File: src/rtl/ibex_pkg.sv
// Shared types for the Ibex return-address (shadow) stack.
// Error causes and overflow policies used by the stack and its environment.
package ibex_pkg;

    typedef enum logic [1:0] {
        SS_ERR_NONE      = 2'd0,
        SS_ERR_OVERFLOW  = 2'd1,
        SS_ERR_UNDERFLOW = 2'd2,
        SS_ERR_MISMATCH  = 2'd3
    } ss_err_e;

    typedef enum logic {
        SS_OVF_ERROR = 1'b0,
        SS_OVF_WRAP  = 1'b1
    } ss_ovf_mode_e;

endpackage

File: src/rtl/ibex_return_addr_stack.sv
// Hardware return-address stack: calls push the link address, returns pop and
// compare against the real return target. Errors pulse for one cycle and latch a sticky cause.
module ibex_return_addr_stack
    import ibex_pkg::*;
#(
    parameter int unsigned  Width   = 32,
    parameter int unsigned  Depth   = 16,
    parameter ss_ovf_mode_e OvfMode = SS_OVF_ERROR
) (
    input  logic                       clk_i,
    input  logic                       rst_i,
    input  logic                       push_i,
    input  logic [Width-1:0]           push_addr_i,
    input  logic                       pop_i,
    input  logic [Width-1:0]           pop_addr_i,
    input  logic                       flush_i,
    input  logic                       err_clr_i,
    output logic                       err_o,
    output ss_err_e                    err_cause_o,
    output logic                       err_sticky_o,
    output logic [$clog2(Depth+1)-1:0] count_o,
    output logic                       full_o,
    output logic                       empty_o
);

    localparam int unsigned CntW = $clog2(Depth + 1);
    localparam int unsigned PtrW = $clog2(Depth);

    localparam logic [PtrW-1:0] PtrLast = PtrW'(Depth - 1);
    localparam logic [CntW-1:0] CntFull = CntW'(Depth);

    logic [Width-1:0] mem [Depth];

    logic [PtrW-1:0] top_q, top_d, ptr_inc, ptr_dec, wr_ptr;
    logic [CntW-1:0] count_q, count_d;
    logic            discarded_q, discarded_d;
    logic            wr_en;
    logic            empty, full, top_mismatch;
    ss_err_e         evt;

    logic            err_q;
    ss_err_e         cause_q;
    logic            sticky_q;

    assign empty        = (count_q == '0);
    assign full         = (count_q == CntFull);
    assign top_mismatch = (mem[top_q] != pop_addr_i);

    // Explicit modulo-Depth stepping so non-power-of-two depths wrap correctly.
    assign ptr_inc = (top_q == PtrLast) ? '0 : top_q + PtrW'(1);
    assign ptr_dec = (top_q == '0) ? PtrLast : top_q - PtrW'(1);

    always_comb begin
        // NOTE: every signal driven here gets a default first, so no path can infer a latch.
        top_d       = top_q;
        count_d     = count_q;
        discarded_d = discarded_q;
        wr_en       = 1'b0;
        wr_ptr      = top_q;
        evt         = SS_ERR_NONE;

        if (flush_i) begin
            count_d     = '0;
            discarded_d = 1'b0;
        end else if (push_i && pop_i) begin
            if (!empty) begin
                // Tail call: check the current top, then replace it in place.
                if (top_mismatch) begin
                    evt = SS_ERR_MISMATCH;
                end
                wr_en = 1'b1;
            end else begin
                if (!discarded_q) begin
                    evt = SS_ERR_UNDERFLOW;
                end
                top_d   = ptr_inc;
                wr_ptr  = ptr_inc;
                wr_en   = 1'b1;
                count_d = CntW'(1);
            end
        end else if (push_i) begin
            if (!full) begin
                top_d   = ptr_inc;
                wr_ptr  = ptr_inc;
                wr_en   = 1'b1;
                count_d = count_q + CntW'(1);
            end else if (OvfMode == SS_OVF_WRAP) begin
                // The slot after top holds the oldest entry; it is overwritten.
                top_d       = ptr_inc;
                wr_ptr      = ptr_inc;
                wr_en       = 1'b1;
                discarded_d = 1'b1;
            end else begin
                evt = SS_ERR_OVERFLOW;
            end
        end else if (pop_i) begin
            if (!empty) begin
                if (top_mismatch) begin
                    evt = SS_ERR_MISMATCH;
                end
                top_d   = ptr_dec;
                count_d = count_q - CntW'(1);
            end else if (!discarded_q) begin
                evt = SS_ERR_UNDERFLOW;
            end
        end
    end

    // NOTE: the entry array has no reset; count_q alone decides which entries are valid.
    always_ff @(posedge clk_i) begin
        if (wr_en) begin
            mem[wr_ptr] <= push_addr_i;
        end
    end

    // NOTE: sequential state uses non-blocking assignments only.
    always_ff @(posedge clk_i or posedge rst_i) begin
        if (rst_i) begin
            top_q       <= '0;
            count_q     <= '0;
            discarded_q <= 1'b0;
        end else begin
            top_q       <= top_d;
            count_q     <= count_d;
            discarded_q <= discarded_d;
        end
    end

    always_ff @(posedge clk_i or posedge rst_i) begin
        if (rst_i) begin
            err_q    <= 1'b0;
            cause_q  <= SS_ERR_NONE;
            sticky_q <= 1'b0;
        end else begin
            err_q <= (evt != SS_ERR_NONE);
            // A new event in the clearing cycle becomes the fresh sticky cause.
            if ((evt != SS_ERR_NONE) && (!sticky_q || err_clr_i)) begin
                sticky_q <= 1'b1;
                cause_q  <= evt;
            end else if (err_clr_i) begin
                sticky_q <= 1'b0;
                cause_q  <= SS_ERR_NONE;
            end
        end
    end

    assign err_o        = err_q;
    assign err_cause_o  = cause_q;
    assign err_sticky_o = sticky_q;
    assign count_o      = count_q;
    assign full_o       = full;
    assign empty_o      = empty;

endmodule
File: config.mk
export PLATFORM = sky130hd
export DESIGN_NAME = ibex_return_addr_stack
export DESIGN_NICKNAME = d
export VERILOG_FILES = /design/src/rtl/ibex_pkg.sv /design/src/rtl/ibex_return_addr_stack.sv
export SDC_FILE = /design/constraint.sdc
export NUM_CORES = 1
export LEC_CHECK = 0
export ABC_AREA = 0
export CAP_MARGIN = 10
export CORE_MARGIN = 2
export CORE_UTILIZATION = 50
export DETAILED_ROUTE_END_ITERATION = 10
export GPL_TIMING_DRIVEN = 0
export PLACE_DENSITY = 0.67
export SYNTH_ARGS = -nofsm -noshare
export SYNTH_HDL_FRONTEND = slang
export SYNTH_SLANG_ARGS = --single-unit
File: constraint.sdc
create_clock -name clk_i -period 7.5 [get_ports clk_i]
set_input_delay 1.125 -clock clk_i [delete_from_list [all_inputs] [get_ports clk_i]]
set_output_delay 1.125 -clock clk_i [all_outputs]
set_load 0.1 [all_outputs]
==> results.toml, run 1 <==
[run_status]
status = "finished clean"

[sta]
rsz0062_at_grt = "false"
layout_min_cycle_time_ps = 4980
worst_pin_slew_ps = 969
finalHoldViolations = 0
slew_viol_final = 0
fin_ws_ps = 2520
clock-skew-final_ps = 21.5
setup-tns-final_ps = 0
maxSlewHeadroom_pct = 35.1
min_period_over_period_pct = 66.4
setup_viol = 0
max_freq_mhz = 201

[floorplanning]
die_w_um = 212
dieArea_um2 = 44800
die_h_um = 212
core_area_um2 = 42800
ios = 81
start_util_pct = 50.4
num_rows = 76

[logic_synthesis]
ys.flop_type = "edfxtp_1"
syn_inst = 1182
synthArstFlopShare_pct = 2.48
synth_edf_count = 512
syn-num-nets = 1259
synth-seq-area-share_pct = 72.8
avgSynthCellArea_um2 = 18.2
yosys_warnings = 0
ys_ff_latch = 525
synth.distinct_cells = 71
syn-cell-area_um2 = 21600

[routing]
drtIter0Drc = 1530
drt_pass1_iterations = 5
ant_nets = 0
drt-total-wl_um = 57500
vias = 12000
drc_errors = 0
via_per_inst = 6.26
routedWlPerCell_um = 29.9

[finish]
multi_input_area_um2 = 5480
fin_nets = 1412
fillCellCount = 3179
antenna_cells = 0
area_growth_pct = 17.4
final-seq-area_um2 = 15700
drive_gt1_share_pct = 16.9

[clock_tree]
root_buffer = "clkbuf_16"
tritoncts = "built"
cts_setup_buffers = 0
hold_buffers = 0
cts_buffers = 52
cts_resized = 0
clock_latency_ps = 600
cts_buffer_depth = 3
clk_pin_slew_worst_paths_ps = 60
htree_levels = 2
clkSinkCount = 525

[power_and_ir_drop]
p_sw_share_pct = 33.5
combPwrFrac_pct = 34.1
leakagePower_uw = 0.00844
clkPwrFrac_pct = 28.7
peakVddDrop_uv = 232
power.density_nw_per_um2 = 366
seq_power_share_pct = 37.2
p_int_uw = 6170
p_sw_uw = 3110

[global_route]
grt_overflow = 0
grt_max_degree = 22
grt_pass1_wl_um = 81500
antenna_found_initial = 1
first_global_vias = 11900
grtUsageTotal_pct = 26.1

[place]
place_ws_ps = 2740
port_buffers = 79
gp_congestion = 0.941
dp_hpwl_um = 37600

[run]
max_cap_viol_count = 0

[worst_setup_path]
cpMostUsedCell = "buf_1"
worstPathMaxFanout = 19
path_class = "register to register"
cp.arrival_ps = 5280
path_cells = "clkbuf_1 > buf_1 > buf_1 > nand3_1 > nor3b_1 > a21oi_1 > nand2_1 > nor2_4 > buf_16"
end_kind = "register"
slowest_delay_ps = 840
critPathSlowestCell = "nor2_4"
required_ps = 7800
cp-start-kind = "register"

[min_path]
hp-class = "register to register"
-- flip-flops by register name, summed over array words and instances, names as in the netlist --
| name | count |
|---|---|
| mem | 512 |
| count_o | 5 |
| top_q | 4 |
| err_cause_o | 2 |
| err_o | 1 |
| err_sticky_o | 1 |
-- synth_stat cells, types with 5 or more instances --
cell / count / area [um2]
a21o_1: 6 / 45.0
a21oi_1: 18 / 90.1
a221oi_1: 7 / 61.3
a22o_1: 15 / 131
a22oi_1: 38 / 285
and2_1: 10 / 62.6
and3_1: 6 / 37.5
buf_2: 12 / 60.1
buf_4: 16 / 120
buf_6: 12 / 135
clkbuf_1: 13 / 48.8
dfrtp_1: 13 / 325
edfxtp_1: 512 / 15400
ha_1: 6 / 75.1
inv_1: 17 / 63.8
mux2_2: 8 / 90.1
mux2i_1: 136 / 1360
mux4_1: 10 / 263
mux4_2: 55 / 1240
nand2_1: 35 / 131
nand2b_1: 8 / 50.1
nand3_1: 10 / 50.1
nand4_1: 5 / 31.3
nor2_1: 41 / 154
nor2b_1: 8 / 50.1
nor3_1: 17 / 85.1
nor4_1: 6 / 37.5
o21ai_0: 25 / 125
o21ai_1: 5 / 25.0
o22ai_1: 12 / 75.1
xnor2_1: 26 / 228
xor2_1: 11 / 96.3
-- metrics by stage --
step                      cell area (um2)  hold WS, ps  instances  total power (uW)  utilization, %
final                               25300          524       1925              9280            59.2
after global routing                25300          560       1925              9550            59.2
after CTS                           25300          534       1925              9280            59.2
after detailed placement            23600          524       1827              6640            55.1
after global placement              23000          508       1807              6540            53.8
after floorplan                     21600          863       1182              5530               -
-- power groups by stage --
stage / clock (uW) / sequential [uW] / combinational [uW]
floorplan: 0 / 3570 / 1960
global placement: 0 / 3520 / 3020
detailed placement: 0 / 3510 / 3130
CTS: 2690 / 3450 / 3140
global route: 2790 / 3460 / 3300
finish: 2660 / 3450 / 3170
-- logic make-up after synthesis --
family / after synthesis / share of synthesized area [%]
AOI/OAI and AO/OA: 160 / 5.34
xor gates and xnor gates: 37 / 1.50
adders and majority gates: 7 / 0.441
buffers and inverters: 77 / 2.23
DFF: 525 / 72.8
muxes: 209 / 13.7
and+or+nand+nor: 167 / 4.00
-- routing by layer --
| layer | global-route usage, % | vias up | share of wire (%) |
|---|---|---|---|
| met3 | 5.27 | 103 | 8.9 |
| met4 | 8.69 | 2 | 2.9 |
| met1 | 36.2 | 6249 | 41 |
| li1 | - | 5099 | - |
| met2 | 41.8 | 596 | 47 |
| met5 | 0 | - | 0.019 |
-- final timing paths --
path	start	slack [ps]	cells after the start	end
setup / recovery	top_q[2]	2520	9	mem[0][23]
hold / removal	count_o[4]	520	1	count_o[4]
setup reg to reg	top_q[2]	2520	9	mem[0][23]
hold reg to reg	count_o[4]	520	1	count_o[4]
max in group asynchronous	rst_i	6280	2	top_q[0]
min in group asynchronous	rst_i	870	2	err_cause_o[0]
-- placed cells by master, fill, tap and decap left out, types with 7 or more instances in the layout --
master / instances
clkdlybuf4s50_1: 79
mux2i_1: 136
dfrtp_1: 13
edfxtp_1: 512
buf_2: 12
a21oi_1: 18
a221oi_1: 7
buf_4: 17
xnor2_1: 26
o22ai_1: 12
buf_12: 12
o21ai_0: 25
nor2_1: 33
clkinv_1: 12
nor3_1: 17
a22o_1: 15
nand2b_1: 8
clkinv_2: 13
buf_6: 12
nand3_1: 10
buf_16: 8
mux4_2: 55
nor2_4: 8
xor2_1: 11
nand2_1: 35
a22oi_1: 38
inv_1: 17
clkbuf_1: 21
bufinv_16: 7
clkbuf_16: 53
mux2_2: 8
mux4_1: 10
-- critical path, delay by kind of cell (launching register included) --
kind                   cells  cell delay, ps
AO/OA/AOI/OAI              1             280
buffers and inverters      4            2200
flip-flops                 1             570
AND/OR/NAND/NOR            4            1580
-- cell type report --
type / count / area share [%]
clock inverters: 34 / 1.37
inverters: 20 / 0.296
clock buffers: 64 / 5.52
multi-input cells: 580 / 21.6
well taps: 546 / 2.70
flip-flops and latches: 525 / 62.0
plain buffers: 57 / 1.61
repair buffers: 99 / 4.89
(Power assumes the default switching activity.)
==> inputs of run 2 (changes only) <==
- clock period: 7.5 -> 4.9 ns (I/O delays scaled with it)
==> run 2 against run 1 <==
Net effect: clock power increased by 48%; global-route usage increased by 0.25 points; critical path depth unchanged; via count increased by 0.36%; critical path type unchanged; sequential cell count unchanged; utilization decreased by 0.30 points; first-iteration DRC count increased by 12%; count of clock-buffer cells in the layout increased by 3; clock skew decreased by 1.1 ps.
==> results.toml, run 2 (synthesis gave the netlist of run 1 again) <==
[run_status]
status = "finished clean"

[finish]
top_register = "mem"
area_growth_pct = 16.9
final_common_cell = "edfxtp_1"
drive_gt1_share_pct = 16.4
layout_common_cells = "edfxtp_1, mux2i_1, clkdlybuf4s50_1, mux4_2, clkbuf_16"
fin_nets = 1413
largest_reg_flops = 512
post-route-cell-area_um2 = 25200
fillCellCount = 3182
instances_no_fill = 1927
postLayoutCoreUtil_pct = 58.9
antenna_cells = 0

[routing]
ant_nets = 0
routedWlPerCell_um = 30.1
drt-total-wl_um = 58000
drt_pass1_iterations = 8
drc_errors = 0
drtIter0Drc = 1715
vias = 12100
via_per_inst = 6.28

[floorplanning]
dieArea_um2 = 44800
die_w_um = 212
num_rows = 76
core_area_um2 = 42800
die_h_um = 212
start_util_pct = 50.4
ios = 81

[power_and_ir_drop]
leakagePower_uw = 0.00837
power.density_nw_per_um2 = 558
peakVddDrop_uv = 298
finalPower_uw = 14100

[sta]
fin_ws_ps = 401
finalHoldViolations = 0
clock-skew-final_ps = 20.4
worst_pin_slew_ps = 1210
setup_viol = 0
layout_min_cycle_time_ps = 4500
rsz0062_at_grt = "false"
max_freq_mhz = 222
maxSlewHeadroom_pct = 19.0
min_period_over_period_pct = 91.8
slew_viol_final = 0

[worst_setup_path]
required_ps = 5400
path_cells = "clkbuf_1 > buf_1 > clkbuf_2 > nand2_1 > nor4_1 > o211ai_1 > nor4_2 > nand3_1 > a21o_1"
cp.arrival_ps = 5000
r2r-start = "top_q[2]"
end_kind = "register"
crit_buf_inv = 3
cp-start-kind = "register"
critPathSlowestCell = "nor4_2"
cp_top_family = "buffers and inverters"
worstPathMaxFanout = 10
cp-startpoint = "top_q[2]"
slowest_delay_ps = 690
path_class = "register to register"

[clock_tree]
clkSinkCount = 525
clock_latency_ps = 630
tritoncts = "built"
hold_buffers = 0
htree_levels = 2
clk_pin_slew_worst_paths_ps = 60
cts_buffer_depth = 3
cts_buffers = 53
root_buffer = "clkbuf_16"

[global_route]
grt_max_degree = 24
antenna_found_initial = 1
grtUsageTotal_pct = 26.4
grt_overflow = 0
first_global_vias = 11900
grt_pass1_wl_um = 82100

[place]
placed_cells = 1824
placedInstanceArea_um2 = 23500
dp_hpwl_um = 37400
port_buffers = 79
place_ws_ps = 160
gp_congestion = 0.964

[min_path]
hp-class = "primary input to async pin"

[run]
max_cap_viol_count = 0
run 2: changes by cell type in the layout (fill, tap and decap cells not counted), moves of 2 or more:
cell and change:
clkbuf_8 -3, buf_12 +6, clkinv_8 +2, clkinv_2 -4
clkinv_1 +4, buf_16 -6, clkbuf_1 +6, bufinv_16 -3
run 2: timing repair:
action,in CTS,in global routing
endpoints found under the hold margin,0,0
endpoints found under the setup margin,0,87
buffers inserted,0,3
resized for setup,0,2
run 2: stage by stage:
step           setup TNS (ps)  hold slack [ps]
3_3_place_gp          -540510              509
3_5_place_dp                0              530
6_report                    0              460
2_1_floorplan          -34760              612
4_1_cts                     0              470
5_1_grt                     0              525
run 2: worst reg2reg max path, cell delays in order (launching register included):
cell,delay (ps)
dfrtp_1,530
clkbuf_1,600
buf_1,640
clkbuf_2,500
nand2_1,240
nor4_1,480
o211ai_1,320
nor4_2,700
nand3_1,190
a21o_1,210
run 2: worst paths after layout:
check                                 endpoint  slack (ps)  depth (start not counted)
worst max-delay path              err_sticky_o         400                          9
worst min-delay path                count_o[4]         460                          2
worst max register to register    err_sticky_o         400                          9
worst min register to register  err_cause_o[1]         530                          2
max in group asynchronous             top_q[3]        4080                          2
min in group clk_i              err_cause_o[1]         510                          3
run 2: cell type report:
| cell class | instances | area [um2] | share of cell area, % |
|---|---|---|---|
| Buffer | 57 | 408 | 1.62 |
| Multi-Input combinational cell | 580 | 5480 | 21.7 |
| Inverter | 20 | 75.1 | 0.298 |
| Clock inverter | 33 | 283 | 1.12 |
| Timing Repair Buffer | 99 | 1190 | 4.74 |
| Tap cell | 546 | 683 | 2.71 |
| Sequential cell | 525 | 15700 | 62.3 |
| Clock buffer | 67 | 1380 | 5.47 |
run 2: report_power, final:
part	internal, uW	switching [uW]	total, uW
logic	1840	3010	4850
registers	5200	76.7	5280
clock network	2210	1720	3930
total	9250	4810	14100
run 2: routing by layer:
| layer | GRT usage [%] | up-vias | share of wire (%) |
|---|---|---|---|
| met1 | 37.6 | 6286 | 41 |
| met3 | 3.98 | 112 | 8.2 |
| li1 | - | 5090 | - |
| met2 | 42.4 | 602 | 48 |
| met4 | 8.04 | 2 | 2.5 |
| met5 | 0 | - | 0.022 |
